===== config.mk =====
export PLATFORM = sky130hd
export DESIGN_NAME = bcd_to_bin
export DESIGN_NICKNAME = d
export VERILOG_FILES = /design/src/rtl/bcd_to_bin.sv
export SDC_FILE = /design/constraint.sdc
export NUM_CORES = 1
export LEC_CHECK = 0
export ABC_AREA = 1
export CAP_MARGIN = 10
export CORE_UTILIZATION = 59
export CTS_BUF_LIST = sky130_fd_sc_hd__clkbuf_2
export CTS_CLUSTER_SIZE = 16
export DETAILED_ROUTE_END_ITERATION = 6
export PLACE_DENSITY = 0.83
export SLEW_MARGIN = 0
export SYNTH_ARGS = -nofsm -noshare
export SYNTH_HDL_FRONTEND = slang
export SYNTH_SLANG_ARGS = --single-unit

===== constraint.sdc =====
create_clock -name clk -period 8.22 [get_ports clk]
set_clock_uncertainty 0.2 [all_clocks]
set_input_delay 2.466 -clock clk [delete_from_list [all_inputs] [get_ports clk]]
set_output_delay 2.466 -clock clk [all_outputs]
set_load 0.005 [all_outputs]

===== src/rtl/bcd_to_bin.sv =====
// Sequential BCD-to-binary converter: one digit per clock, MSD first, acc = acc*10 + digit.
// Define BCD_CHECK_EN to flag captured digits above 9 (error=1, binary=0).
module bcd_to_bin #(
  parameter int unsigned NUM_SEGMENTS = 8,
  parameter int unsigned BITS         = 32
) (
  input  logic                         clk,
  input  logic                         CPU_RESETN,
  input  logic                         start,
  input  logic [NUM_SEGMENTS-1:0][3:0] encoded,
  output logic                         busy,
  output logic                         done,
  output logic [BITS-1:0]              binary,
  output logic                         error
);

  localparam int unsigned IdxW = (NUM_SEGMENTS > 1) ? $clog2(NUM_SEGMENTS) : 1;

  typedef enum logic [1:0] {StIdle, StConvert, StDone} state_e;

  state_e                         state_q;
  logic [NUM_SEGMENTS-1:0][3:0]   digit_buf_q;
  logic [BITS-1:0]                acc_q;
  logic [IdxW-1:0]                idx_q;
  logic [3:0]                     cur_digit;
  logic [BITS-1:0]                acc_next;
  logic                           invalid;

  // idx counts up from 0, so the MSD is consumed first.
  always_comb begin
    cur_digit = digit_buf_q[IdxW'(NUM_SEGMENTS - 1) - idx_q];
    acc_next  = (acc_q << 3) + (acc_q << 1) + BITS'(cur_digit);
  end

`ifdef BCD_CHECK_EN
  always_comb begin
    invalid = 1'b0;
    for (int i = 0; i < int'(NUM_SEGMENTS); i++) begin
      if (digit_buf_q[i] > 4'd9) invalid = 1'b1;
    end
  end
`else
  assign invalid = 1'b0;
`endif

  always_ff @(posedge clk or negedge CPU_RESETN) begin
    if (!CPU_RESETN) begin
      state_q     <= StIdle;
      digit_buf_q <= '0;
      acc_q       <= '0;
      idx_q       <= '0;
      busy        <= 1'b0;
      done        <= 1'b0;
      binary      <= '0;
      error       <= 1'b0;
    end else begin
      done <= 1'b0;
      unique case (state_q)
        StIdle: begin
          if (start) begin
            digit_buf_q <= encoded;
            acc_q       <= '0;
            idx_q       <= '0;
            busy        <= 1'b1;
            state_q     <= StConvert;
          end
        end
        StConvert: begin
          acc_q <= acc_next;
          idx_q <= idx_q + 1'b1;
          if (idx_q == IdxW'(NUM_SEGMENTS - 1)) state_q <= StDone;
        end
        StDone: begin
          binary  <= invalid ? '0 : acc_q;
          error   <= invalid;
          done    <= 1'b1;
          busy    <= 1'b0;
          state_q <= StIdle;
        end
        default: state_q <= StIdle;
      endcase
    end
  end

endmodule


==> run_summary.xml <==
<?xml version="1.0" encoding="UTF-8"?>
<metrics>
  <group name="status">
    <metric name="status" unit="">finished clean</metric>
  </group>
  <group name="die">
    <metric name="chipHeight" unit="µm">108.8</metric>
    <metric name="placementRows" unit="">38</metric>
    <metric name="io_pins" unit="">70</metric>
    <metric name="core_region_area" unit="mm²">0.01098</metric>
    <metric name="initial_utilization" unit="%">61.23</metric>
    <metric name="area_enclosed_by_the_die_boundary" unit="mm²">0.01183</metric>
    <metric name="die-width" unit="µm">108.8</metric>
  </group>
  <group name="setup_path">
    <metric name="worst_ep_arrival_time" unit="ps">1590</metric>
    <metric name="worst_setup_path_end_kind" unit="">output port</metric>
    <metric name="critPathRequiredTime" unit="ps">5550</metric>
    <metric name="setup.worst_path.start_class" unit="">register</metric>
    <metric name="cp_cell_sequence" unit="">clkdlybuf4s50_1</metric>
    <metric name="cpLargestDelayFamily" unit="">buffers and inverters</metric>
    <metric name="crit_path_max_incr_delay" unit="ps">530</metric>
    <metric name="crit_buf_inv" unit="">1</metric>
    <metric name="worstPathMaxFanout" unit="">2</metric>
    <metric name="worst-setup-path-type" unit="">register to output port</metric>
    <metric name="critical-path-slowest-cell" unit="">clkdlybuf4s50_1</metric>
  </group>
  <group name="yosys">
    <metric name="synth_largest_type_area_fraction" unit="%">38.33</metric>
    <metric name="synth_fp_nets" unit="">1035</metric>
    <metric name="ys_seq_elements" unit="">103</metric>
    <metric name="synth-compound-area-share" unit="%">9.563</metric>
    <metric name="post_synth_xor_area_fraction" unit="%">0.6512</metric>
    <metric name="muxShareOfSynthArea" unit="%">0</metric>
    <metric name="post_synthesis_cell_type_count" unit="">36</metric>
    <metric name="yosysWarningCount" unit="">0</metric>
    <metric name="yosysTopAreaCell" unit="">dfrtp_1</metric>
    <metric name="synthArstFlopShare" unit="%">100.0</metric>
    <metric name="ys_top_cells_by_area" unit="">dfrtp_1 38%, nand2_1 20%, ha_1 11%</metric>
    <metric name="combinational_family_with_the_most_area_after_synthesis" unit="">simple AND/OR/NAND/NOR gates</metric>
    <metric name="yosys.area_share.simple" unit="%">30.90</metric>
    <metric name="syn-cell-area" unit="mm²">0.006725</metric>
    <metric name="synthCells" unit="">938</metric>
    <metric name="synthesis.area_per_instance" unit="µm²">7.170</metric>
    <metric name="seq_area_frac_synth" unit="%">38.33</metric>
    <metric name="yosys.area_share.adder" unit="%">11.76</metric>
    <metric name="synth_enable_flop_cells" unit="">0</metric>
    <metric name="synthFlopType" unit="">dfrtp_1</metric>
  </group>
  <group name="layout">
    <metric name="num_antenna_cells" unit="">0</metric>
    <metric name="area_growth_syn_to_layout" unit="%">13.10</metric>
    <metric name="most-common-layout-cells" unit="">367 x nand2_1, 120 x inv_1, 103 x dfrtp_1, 67 x clkdlybuf4s50_1, 64 x o21ai_0</metric>
    <metric name="share_of_cells_above_drive_strength_1" unit="%">6.494</metric>
    <metric name="commonest_non_fill_non_tap_cell_in_the_layout" unit="">nand2_1</metric>
    <metric name="fill_cells" unit="">948</metric>
    <metric name="nNetsFinal" unit="">1093</metric>
  </group>
  <group name="drt">
    <metric name="via_count" unit="">6042</metric>
    <metric name="met2_routed_wl" unit="µm">7538</metric>
    <metric name="pre_antenna_drt_iters" unit="">5</metric>
    <metric name="dr_wl_met3" unit="µm">821</metric>
    <metric name="drt-initial-drc-count" unit="">330</metric>
    <metric name="post_drt_wl_per_cell" unit="µm">13.80</metric>
    <metric name="route.top_layer_used" unit="">met4</metric>
    <metric name="drt_wl_total" unit="µm">15740</metric>
    <metric name="drt-met1-wl" unit="µm">7206</metric>
    <metric name="drc" unit="">0</metric>
    <metric name="postRouteAntennaNets" unit="">0</metric>
    <metric name="drt-vias-per-instance" unit="">5.295</metric>
  </group>
  <group name="clock_network">
    <metric name="post-cts-setup-buffer-count" unit="">0</metric>
    <metric name="cts-htree-levels" unit="">3</metric>
    <metric name="clk_path_buf_depth" unit="">2</metric>
    <metric name="num_cts_buffers" unit="">9</metric>
    <metric name="worst_setup_hold_path_clk_slew" unit="ps">330</metric>
    <metric name="post_cts_resize_count" unit="">0</metric>
    <metric name="numClockSinks" unit="">103</metric>
    <metric name="cts_hold_buf" unit="">0</metric>
    <metric name="cts_tree" unit="">built</metric>
    <metric name="clock_tree.root_cell" unit="">clkbuf_2</metric>
    <metric name="clk_latency" unit="ps">610</metric>
  </group>
  <group name="timing">
    <metric name="final-setup-viol-count" unit="">0</metric>
    <metric name="fin_crit_sh" unit="%">51.82</metric>
    <metric name="slew-limit-headroom" unit="%">37.71</metric>
    <metric name="final_max_slew_viols" unit="">0</metric>
    <metric name="hold_violations" unit="">0</metric>
    <metric name="fmax" unit="GHz">0.2348</metric>
    <metric name="tns" unit="ps">0</metric>
    <metric name="final.min_clock_period" unit="ps">4259</metric>
    <metric name="tightest_slew" unit="ps">934.4</metric>
    <metric name="rsz0062_at_grt" unit="">false</metric>
  </group>
  <group name="placement">
    <metric name="dpl.hpwl" unit="µm">12020</metric>
    <metric name="gp_congestion" unit="">0.9583</metric>
    <metric name="buffer_ports.inserted" unit="">68</metric>
  </group>
  <group name="grt">
    <metric name="globalRouteTotalUtil" unit="%">29.60</metric>
    <metric name="largest_net_degree_at_the_start_of_global_routing" unit="">74</metric>
    <metric name="grt_antenna_before_repair" unit="">0</metric>
    <metric name="grt_pass1_vias" unit="">5801</metric>
    <metric name="grt_first_pass_wirelength" unit="µm">27100</metric>
    <metric name="globalRoute.totalOverflow" unit="">0</metric>
  </group>
  <group name="flow_run">
    <metric name="max_cap_violations" unit="">0</metric>
  </group>
  <group name="min_path">
    <metric name="hold_path_class" unit="">register to register</metric>
  </group>
</metrics>
per-layer routing:
metal	GRT usage, %	up-vias
li1	-	3047
met1	41.21	2796
met2	48.69	176
met3	4.961	23
met4	6.178	0
met5	0	-
worst paths after layout:
kind | end | start | cells past startpoint | slack, ps
min reg2reg | digit_buf_q[4]$_DFFE_PN0P_ | digit_buf_q[4]$_DFFE_PN0P_ | 2 | 310
max | binary[12] | binary[12]$_DFFE_PN0P_ | 1 | 3960
max reg2reg | acc_q[22]$_DFFE_PN0P_ | idx_q[0]$_DFFE_PN0P_ | 16 | 4100
min | digit_buf_q[4]$_DFFE_PN0P_ | digit_buf_q[4]$_DFFE_PN0P_ | 2 | 310
max in group asynchronous | acc_q[0]$_DFFE_PN0P_ | CPU_RESETN | 2 | 5030
min in group asynchronous | acc_q[28]$_DFFE_PN0P_ | CPU_RESETN | 1 | 1490
Yosys cell counts, types with 7 or more instances:
master / number
a21oi_1: 31
buf_2: 11
clkbuf_1: 9
dfrtp_1: 103
ha_1: 60
inv_1: 120
inv_2: 7
nand2_1: 367
nand2_2: 15
nand3_1: 33
nor2_1: 51
nor2_4: 7
o21ai_0: 64
o22ai_1: 8
kinds of logic (layout without fill, tap and decap cells):
group / count (synthesis) / after routing
XOR/XNOR: 5 / 5
AND/OR/NAND/NOR: 496 / 496
AO/OA/AOI/OAI: 120 / 120
flip-flops: 103 / 103
adder cells (fa/ha/maj): 62 / 62
buffers and inverters: 151 / 214
other: 1 / 1
flip-flops by register name (all words and copies together) (netlist names):
name	count
state_q	2
acc_q	32
digit_buf_q	32
done	1
busy	1
binary	32
idx_q	3
layout make-up:
type / count / area, µm² / share of cell area [%]
Timing Repair Buffer: 70 / 693.2 / 9.113
Sequential cell: 103 / 2577 / 33.89
Clock inverter: 7 / 75.07 / 0.9870
Tap cell: 140 / 175.2 / 2.303
Clock buffer: 9 / 45.04 / 0.5922
Multi-Input combinational cell: 684 / 3560 / 46.80
Inverter: 128 / 480.5 / 6.317
stage by stage:
step / util, % / std cells / hold WS (ps) / setup WS, ps / area, µm²
final: 69.25 / 1141 / 306.4 / 3961 / 7606
after global routing: 69.25 / 1141 / 328.7 / 3705 / 7606
after CTS: 69.25 / 1141 / 311.5 / 3915 / 7606
after detailed placement: 68.16 / 1125 / 254.2 / 3268 / 7486
after global placement: 68.16 / 1125 / 250.5 / 3388 / 7486
after floorplan: - / 938 / 236.6 / 4822 / 6725
Power is left out: the tool's default activity adds up to more than one toggle a clock period on the data nets, which glitch-free logic cannot reach.
